### src/rtl/vend_pkg.sv
// Shared vending definitions.
// Holds the coin-feeder state encoding and the default coin price. The price
// lives here so that the vending FSM and the coin feeder count the same coins.
package vend_pkg;

  localparam int unsigned PRICE_DEFAULT = 3;

  typedef enum logic [3:0] {
    ST_IDLE  = 4'b0001,
    ST_SEND  = 4'b0010,
    ST_SPACE = 4'b0100,
    ST_WAIT  = 4'b1000
  } feeder_state_e;

  function automatic int unsigned max_u(input int unsigned a, input int unsigned b);
    return (a > b) ? a : b;
  endfunction

endpackage

### src/rtl/vend_coin_feeder_if.sv
// Coin-feeder handshake bundle.
//   pi_buy   : purchase request from the front end
//   po_ready : feeder idle and able to accept pi_buy
//   po_money : single-cycle coin pulse towards the vending FSM
//   pi_cola  : dispense pulse back from the vending FSM
//   po_done  : one-cycle purchase-complete pulse
//   po_err   : one-cycle timeout / protocol-violation pulse
// master = the coin feeder, slave = the front end / vending side.
interface vend_coin_feeder_if;
  logic pi_buy;
  logic po_ready;
  logic po_money;
  logic pi_cola;
  logic po_done;
  logic po_err;

  modport master (
    input  pi_buy,
    input  pi_cola,
    output po_ready,
    output po_money,
    output po_done,
    output po_err
  );

  modport slave (
    output pi_buy,
    output pi_cola,
    input  po_ready,
    input  po_money,
    input  po_done,
    input  po_err
  );
endinterface

### src/rtl/vend_cycle_timer.sv
// Loadable down-counter with a terminal-count flag.
//   clk, rst : clock and synchronous active-high clear
//   load     : load load_val this cycle (takes priority over counting)
//   load_val : value to load
//   tc       : high while the count is zero
// After a load of V, tc is high in the (V+1)-th cycle following the load edge.
// The count stops at zero rather than wrapping.
module vend_cycle_timer #(
  parameter int unsigned WIDTH = 4
) (
  input  logic             clk,
  input  logic             rst,
  input  logic             load,
  input  logic [WIDTH-1:0] load_val,
  output logic             tc
);

  logic [WIDTH-1:0] count;

  always_ff @(posedge clk) begin
    if (rst) begin
      count <= '0;
    end else if (load) begin
      count <= load_val;
    end else if (count != '0) begin
      count <= count - WIDTH'(1);
    end
  end

  assign tc = (count == '0);

endmodule

### src/rtl/vend_coin_feeder.sv
// Purchase initiator for the vending FSM.
// On an accepted buy request it sends PRICE coin pulses, one every GAP+1
// cycles, then waits up to TIMEOUT cycles for the dispense pulse and reports
// po_done or po_err. All handshake outputs are registered.
//   clk, rst : clock and synchronous active-high reset
//   bus      : coin-feeder handshake (master side)
module vend_coin_feeder
  import vend_pkg::*;
#(
  parameter int unsigned PRICE   = PRICE_DEFAULT,
  parameter int unsigned GAP     = 2,
  parameter int unsigned TIMEOUT = 8
) (
  input  logic                   clk,
  input  logic                   rst,
  vend_coin_feeder_if.master     bus
);

  localparam int unsigned CW = $clog2(PRICE + 1);
  localparam int unsigned TW = $clog2(max_u(GAP, TIMEOUT) + 1);

  localparam logic [CW-1:0] LAST_COIN    = CW'(PRICE - 1);
  // Loading N-1 gives exactly N cycles before the terminal count is acted on.
  localparam logic [TW-1:0] GAP_LOAD     = TW'((GAP > 0) ? GAP - 1 : 0);
  localparam logic [TW-1:0] TIMEOUT_LOAD = TW'(TIMEOUT - 1);

  feeder_state_e state;
  logic [CW-1:0] coin_cnt;
  logic          last_coin;
  logic          timer_load;
  logic [TW-1:0] timer_val;
  logic          timer_tc;

  assign last_coin = (coin_cnt == LAST_COIN);

  // Every SEND cycle arms the timer for whatever follows it: the gap if more
  // coins remain, the dispense timeout after the last one.
  always_comb begin
    timer_load = 1'b0;
    timer_val  = '0;
    if (state == ST_SEND) begin
      timer_load = 1'b1;
      timer_val  = last_coin ? TIMEOUT_LOAD : GAP_LOAD;
    end
  end

  vend_cycle_timer #(
    .WIDTH (TW)
  ) u_timer (
    .clk      (clk),
    .rst      (rst),
    .load     (timer_load),
    .load_val (timer_val),
    .tc       (timer_tc)
  );

  always_ff @(posedge clk) begin
    if (rst) begin
      state        <= ST_IDLE;
      coin_cnt     <= '0;
      bus.po_ready <= 1'b1;
      bus.po_money <= 1'b0;
      bus.po_done  <= 1'b0;
      bus.po_err   <= 1'b0;
    end else begin
      bus.po_money <= 1'b0;
      bus.po_done  <= 1'b0;
      bus.po_err   <= 1'b0;
      unique case (state)
        ST_IDLE: begin
          if (bus.pi_buy) begin
            state        <= ST_SEND;
            coin_cnt     <= '0;
            bus.po_money <= 1'b1;
            bus.po_ready <= 1'b0;
          end
        end
        ST_SEND: begin
          coin_cnt <= coin_cnt + CW'(1);
          if (last_coin) begin
            // A dispense pulse coincident with the last coin is a success.
            if (bus.pi_cola) begin
              state        <= ST_IDLE;
              bus.po_done  <= 1'b1;
              bus.po_ready <= 1'b1;
            end else begin
              state <= ST_WAIT;
            end
          end else if (bus.pi_cola) begin
            state        <= ST_IDLE;
            bus.po_err   <= 1'b1;
            bus.po_ready <= 1'b1;
          end else if (GAP == 0) begin
            state        <= ST_SEND;
            bus.po_money <= 1'b1;
          end else begin
            state <= ST_SPACE;
          end
        end
        ST_SPACE: begin
          if (bus.pi_cola) begin
            state        <= ST_IDLE;
            bus.po_err   <= 1'b1;
            bus.po_ready <= 1'b1;
          end else if (timer_tc) begin
            state        <= ST_SEND;
            bus.po_money <= 1'b1;
          end
        end
        ST_WAIT: begin
          if (bus.pi_cola) begin
            state        <= ST_IDLE;
            bus.po_done  <= 1'b1;
            bus.po_ready <= 1'b1;
          end else if (timer_tc) begin
            state        <= ST_IDLE;
            bus.po_err   <= 1'b1;
            bus.po_ready <= 1'b1;
          end
        end
        default: begin
          state        <= ST_IDLE;
          bus.po_ready <= 1'b1;
        end
      endcase
    end
  end

endmodule

### src/flat_wrapper.sv
// flat-port wrapper written by rule: the top's interface ports become plain ports
module vend_coin_feeder_flat import vend_pkg::*;
#(
  parameter int unsigned PRICE   = PRICE_DEFAULT,
  parameter int unsigned GAP     = 2,
  parameter int unsigned TIMEOUT = 8
)
  (clk, rst, bus_pi_buy, bus_pi_cola, bus_po_ready, bus_po_money, bus_po_done, bus_po_err);
  vend_coin_feeder_if bus_i ();
  input  logic clk;
  input  logic rst;
  input wire logic [$bits(bus_i.pi_buy)-1:0] bus_pi_buy;
  input wire logic [$bits(bus_i.pi_cola)-1:0] bus_pi_cola;
  output wire logic [$bits(bus_i.po_ready)-1:0] bus_po_ready;
  output wire logic [$bits(bus_i.po_money)-1:0] bus_po_money;
  output wire logic [$bits(bus_i.po_done)-1:0] bus_po_done;
  output wire logic [$bits(bus_i.po_err)-1:0] bus_po_err;
  assign bus_i.pi_buy = bus_pi_buy;
  assign bus_i.pi_cola = bus_pi_cola;
  assign bus_po_ready = bus_i.po_ready;
  assign bus_po_money = bus_i.po_money;
  assign bus_po_done = bus_i.po_done;
  assign bus_po_err = bus_i.po_err;
  vend_coin_feeder #(.PRICE(PRICE), .GAP(GAP), .TIMEOUT(TIMEOUT)) u_core (.clk(clk), .rst(rst), .bus(bus_i));
endmodule
### config.mk
export PLATFORM = sky130hd
export DESIGN_NAME = vend_coin_feeder_flat
export DESIGN_NICKNAME = d
export VERILOG_FILES = /design/src/rtl/vend_pkg.sv /design/src/rtl/vend_coin_feeder_if.sv /design/src/rtl/vend_cycle_timer.sv /design/src/rtl/vend_coin_feeder.sv /design/src/flat_wrapper.sv
export SDC_FILE = /design/constraint.sdc
export NUM_CORES = 1
export LEC_CHECK = 0
export CORE_ASPECT_RATIO = 1.2
export CORE_MARGIN = 2
export CORE_UTILIZATION = 50
export CTS_CLUSTER_SIZE = 16
export DETAILED_ROUTE_END_ITERATION = 8
export PLACE_DENSITY_LB_ADDON = 0.25
export SKIP_LAST_GASP = 1
export SYNTH_ARGS = -nofsm -noshare
export SYNTH_HDL_FRONTEND = slang
export SYNTH_SLANG_ARGS = --single-unit
### constraint.sdc
create_clock -name clk -period 1.73 [get_ports clk]
set_input_delay 0.173 -clock clk [delete_from_list [all_inputs] [get_ports clk]]
set_output_delay 0.173 -clock clk [all_outputs]
set_load 0.05 [all_outputs]
==> flow_summary.toml <==
[layout]
nNetsFinal = 100
antennaDiodeCount = 0
drive_gt1_share_pct = 15.22
nFillCells = 128
areaGrowthSynthToFinish_pct = 12.19

[routing]
num_vias = 676
drcViolationCount = 0
routed_wl_um = 1693
vias_per_cell = 6.202
wl_per_cell_um = 15.53
drt_iter0_drc = 15
dr.pass1.iters = 6
ant_nets = 0

[yosys]
synth_area_per_cell_um2 = 9.421
async_reset_ff_share_pct = 0
synth_flop_cell = "dfxtp_1"
ys_warn_count = 0
ys_seq_area_share_pct = 35.00
synth-edff-count = 0
syn_inst = 85
yosys_register_bits = 14
syn_nets = 92
syn_area_um2 = 800.8
netlist-cell-type-count = 36

[clocking]
cts_tree = "yes"
numCtsBuffers = 3
cts_resized = 0
cts_hold_buf = 0
path_clk_slew_ps = 80
htree_levels = 1
cts_setup_buffers = 0
clk_path_buf_depth = 2
clock_latency_ps = 270
clock-root-buffer = "clkbuf_4"
cts.sinks = 14

[die]
initial_core_util_pct = 54.70
die_x_um = 40.53
die_area_um2 = 1939
ios = 8
core_area_um2 = 1464
num_rows = 15
die_h_um = 47.84

[pwr]
p_leak_nw = 0.3265
p_per_area_nw_per_um2 = 1208
total_power_w = 0.001085
ir_worst_vdd_uv = 994.6

[worst_setup_path]
worst_setup_path_end_kind = "primary output"
worstReg2RegEnd = "u_core.bus.po_err"
max_stage_delay_ps = 810
cp.depth = 1
cp-start-kind = "register"
r2r_setup_slack_ps = 200
crit_required_ps = 1560
path_max_fanout = 3
cp.arrival_ps = 1430
cp_top_family = "buffers and inverters"
crit_path_start = "u_core.bus.po_ready"
r2r-start = "u_core.state[3]"
critPathBufInv = 1
cp_cell_sequence = "clkdlybuf4s50_1"
endpoint = "bus_po_ready"
critPathSlowestCell = "clkdlybuf4s50_1"
path_class = "reg2out"
r2r_cells = 3

[timing]
slew_violations = 0
rsz0062_at_grt = "false"
hold_slack_ps = 491.7
finalCritPeriodShare_pct = 92.85
setup_tns_ps = 0
fin_crit_ps = 1606
hold_viol_final = 0
max-slew-margin-rel_pct = 66.73
fin_worst_skew_ps = 0.6280
fmax_ghz = 0.6226
worst_pin_slew_ps = 497.5
finalSetupViolations = 0

[place]
numPortBuffers = 7
hpwl_um = 1203
gp_congestion = 0.7243

[run]
drv_cap = 0

[global_route]
grt_pass1_wl_um = 2677
grt_pass1_vias = 598
overflow = 0
antenna_found_initial = 0
grt_max_degree = 15
grt_use_total_pct = 21.19

[run_status]
status = "completed"

[hold_path]
hp-class = "reg2reg"
## through the flow
| stage | area (µm²) | setup slack [ps] | cells | utilization [%] |
|---|---|---|---|---|
| after floorplan | 800.8 | 360.1 | 85 | - |
| after global placement | 862.1 | 191.9 | 105 | 58.89 |
| after detailed placement | 862.1 | 176.5 | 105 | 58.89 |
| after CTS | 898.4 | 116.6 | 109 | 61.37 |
| after global routing | 898.4 | 80.18 | 109 | 61.37 |
| final | 898.4 | 123.8 | 109 | 61.37 |
## synth_stat cells (2+ instances only)
cell type / instances / share of area, %
buf_6: 2 / 2.8
xnor2_1: 2 / 2.2
o22a_1: 2 / 2.2
clkbuf_1: 2 / 0.94
dfxtp_1: 14 / 35
o211ai_1: 4 / 3.8
nor2_1: 5 / 2.3
nand2_1: 4 / 1.9
buf_4: 2 / 1.9
nor3_1: 3 / 1.9
or4b_1: 2 / 2.5
nand2b_1: 4 / 3.1
ha_1: 3 / 4.7
a21oi_1: 7 / 4.4
o21ai_0: 2 / 1.3
inv_1: 5 / 2.3
or4b_4: 3 / 5.2
## where the power goes
part | total [W] | switching [W] | internal, W
clock | 0.000229 | 0.000101 | 0.000128
sequential | 0.000432 | 0.0000557 | 0.000376
combinational | 0.000424 | 0.000206 | 0.000218
total | 0.00108 | 0.000363 | 0.000722
## routing by layer
metal  vias to the layer above  part of all wire (%)  global-route usage [%]
li1                        329                     -                       -
met1                       319                    42                   26.86
met2                        22                    51                   33.97
met3                         6                   5.0                   5.581
met4                         0                   1.8                   8.000
met5                         -                     0                       0
## flip-flops by register name, summed over array words and instances (netlist names)
signal	cells
u_core.bus.po_money	1
u_core.bus.po_ready	1
u_core.bus.po_err	1
u_core.u_timer.count	4
u_core.coin_cnt	2
u_core.state	4
u_core.bus.po_done	1
## cell families after synthesis
family                   Yosys count  share of synthesized area [%]
buffers and inverters             11                          7.969
multiplexers                       2                          2.656
XOR/XNOR                           3                          3.282
AND/OR/NAND/NOR                   31                          28.75
adder cells (fa/ha/maj)            3                          4.688
AO/OA/AOI/OAI                     21                          17.66
flip-flops                        14                          35.00
## final cells by class
type,count,area [µm²],share of cell area [%]
timing repair buffer,9,85.08,9.471
tap,17,21.27,2.368
clock buffer,4,36.28,4.039
inverter,5,18.77,2.089
sequential,14,280.3,31.20
multi-input combinational,60,456.7,50.84
## placed cells by master, fill, tap and decap left out
master,count
or4b_1,2
clkbuf_8,1
xor2_1,1
or4_1,1
a32oi_1,1
o22a_1,2
nand2_1,4
nor3_2,1
o211ai_1,4
nor3_1,3
o21a_1,1
nor4b_4,1
a2bb2oi_1,1
ha_1,3
dfxtp_1,14
o22ai_1,1
or3b_2,1
nor3b_2,1
xnor2_1,2
nor3b_1,1
inv_1,5
clkdlybuf4s50_1,7
nor4_1,1
o21ai_0,2
mux2i_1,1
mux2_2,1
buf_4,2
o2bb2ai_1,1
nand3_1,1
or2_0,1
nor2_1,5
a21oi_1,7
o32ai_1,1
nand2b_1,4
and2b_1,1
clkbuf_4,3
or4b_4,3
## how the worst min path moves through the flow
stage	cells past startpoint	from	end	slack, ps
4_1_cts	2	u_core.coin_cnt[0]	u_core.coin_cnt[0]	500
5_1_grt	2	u_core.bus.po_ready	u_core.bus.po_ready	520
2_1_floorplan	1	rst	u_core.u_timer.count[3]	250
6_report	2	u_core.coin_cnt[0]	u_core.coin_cnt[0]	490
3_3_place_gp	2	u_core.coin_cnt[0]	u_core.coin_cnt[0]	470
3_5_place_dp	2	u_core.coin_cnt[0]	u_core.coin_cnt[0]	490
No activity file was read; power rests on OpenSTA's default activity.
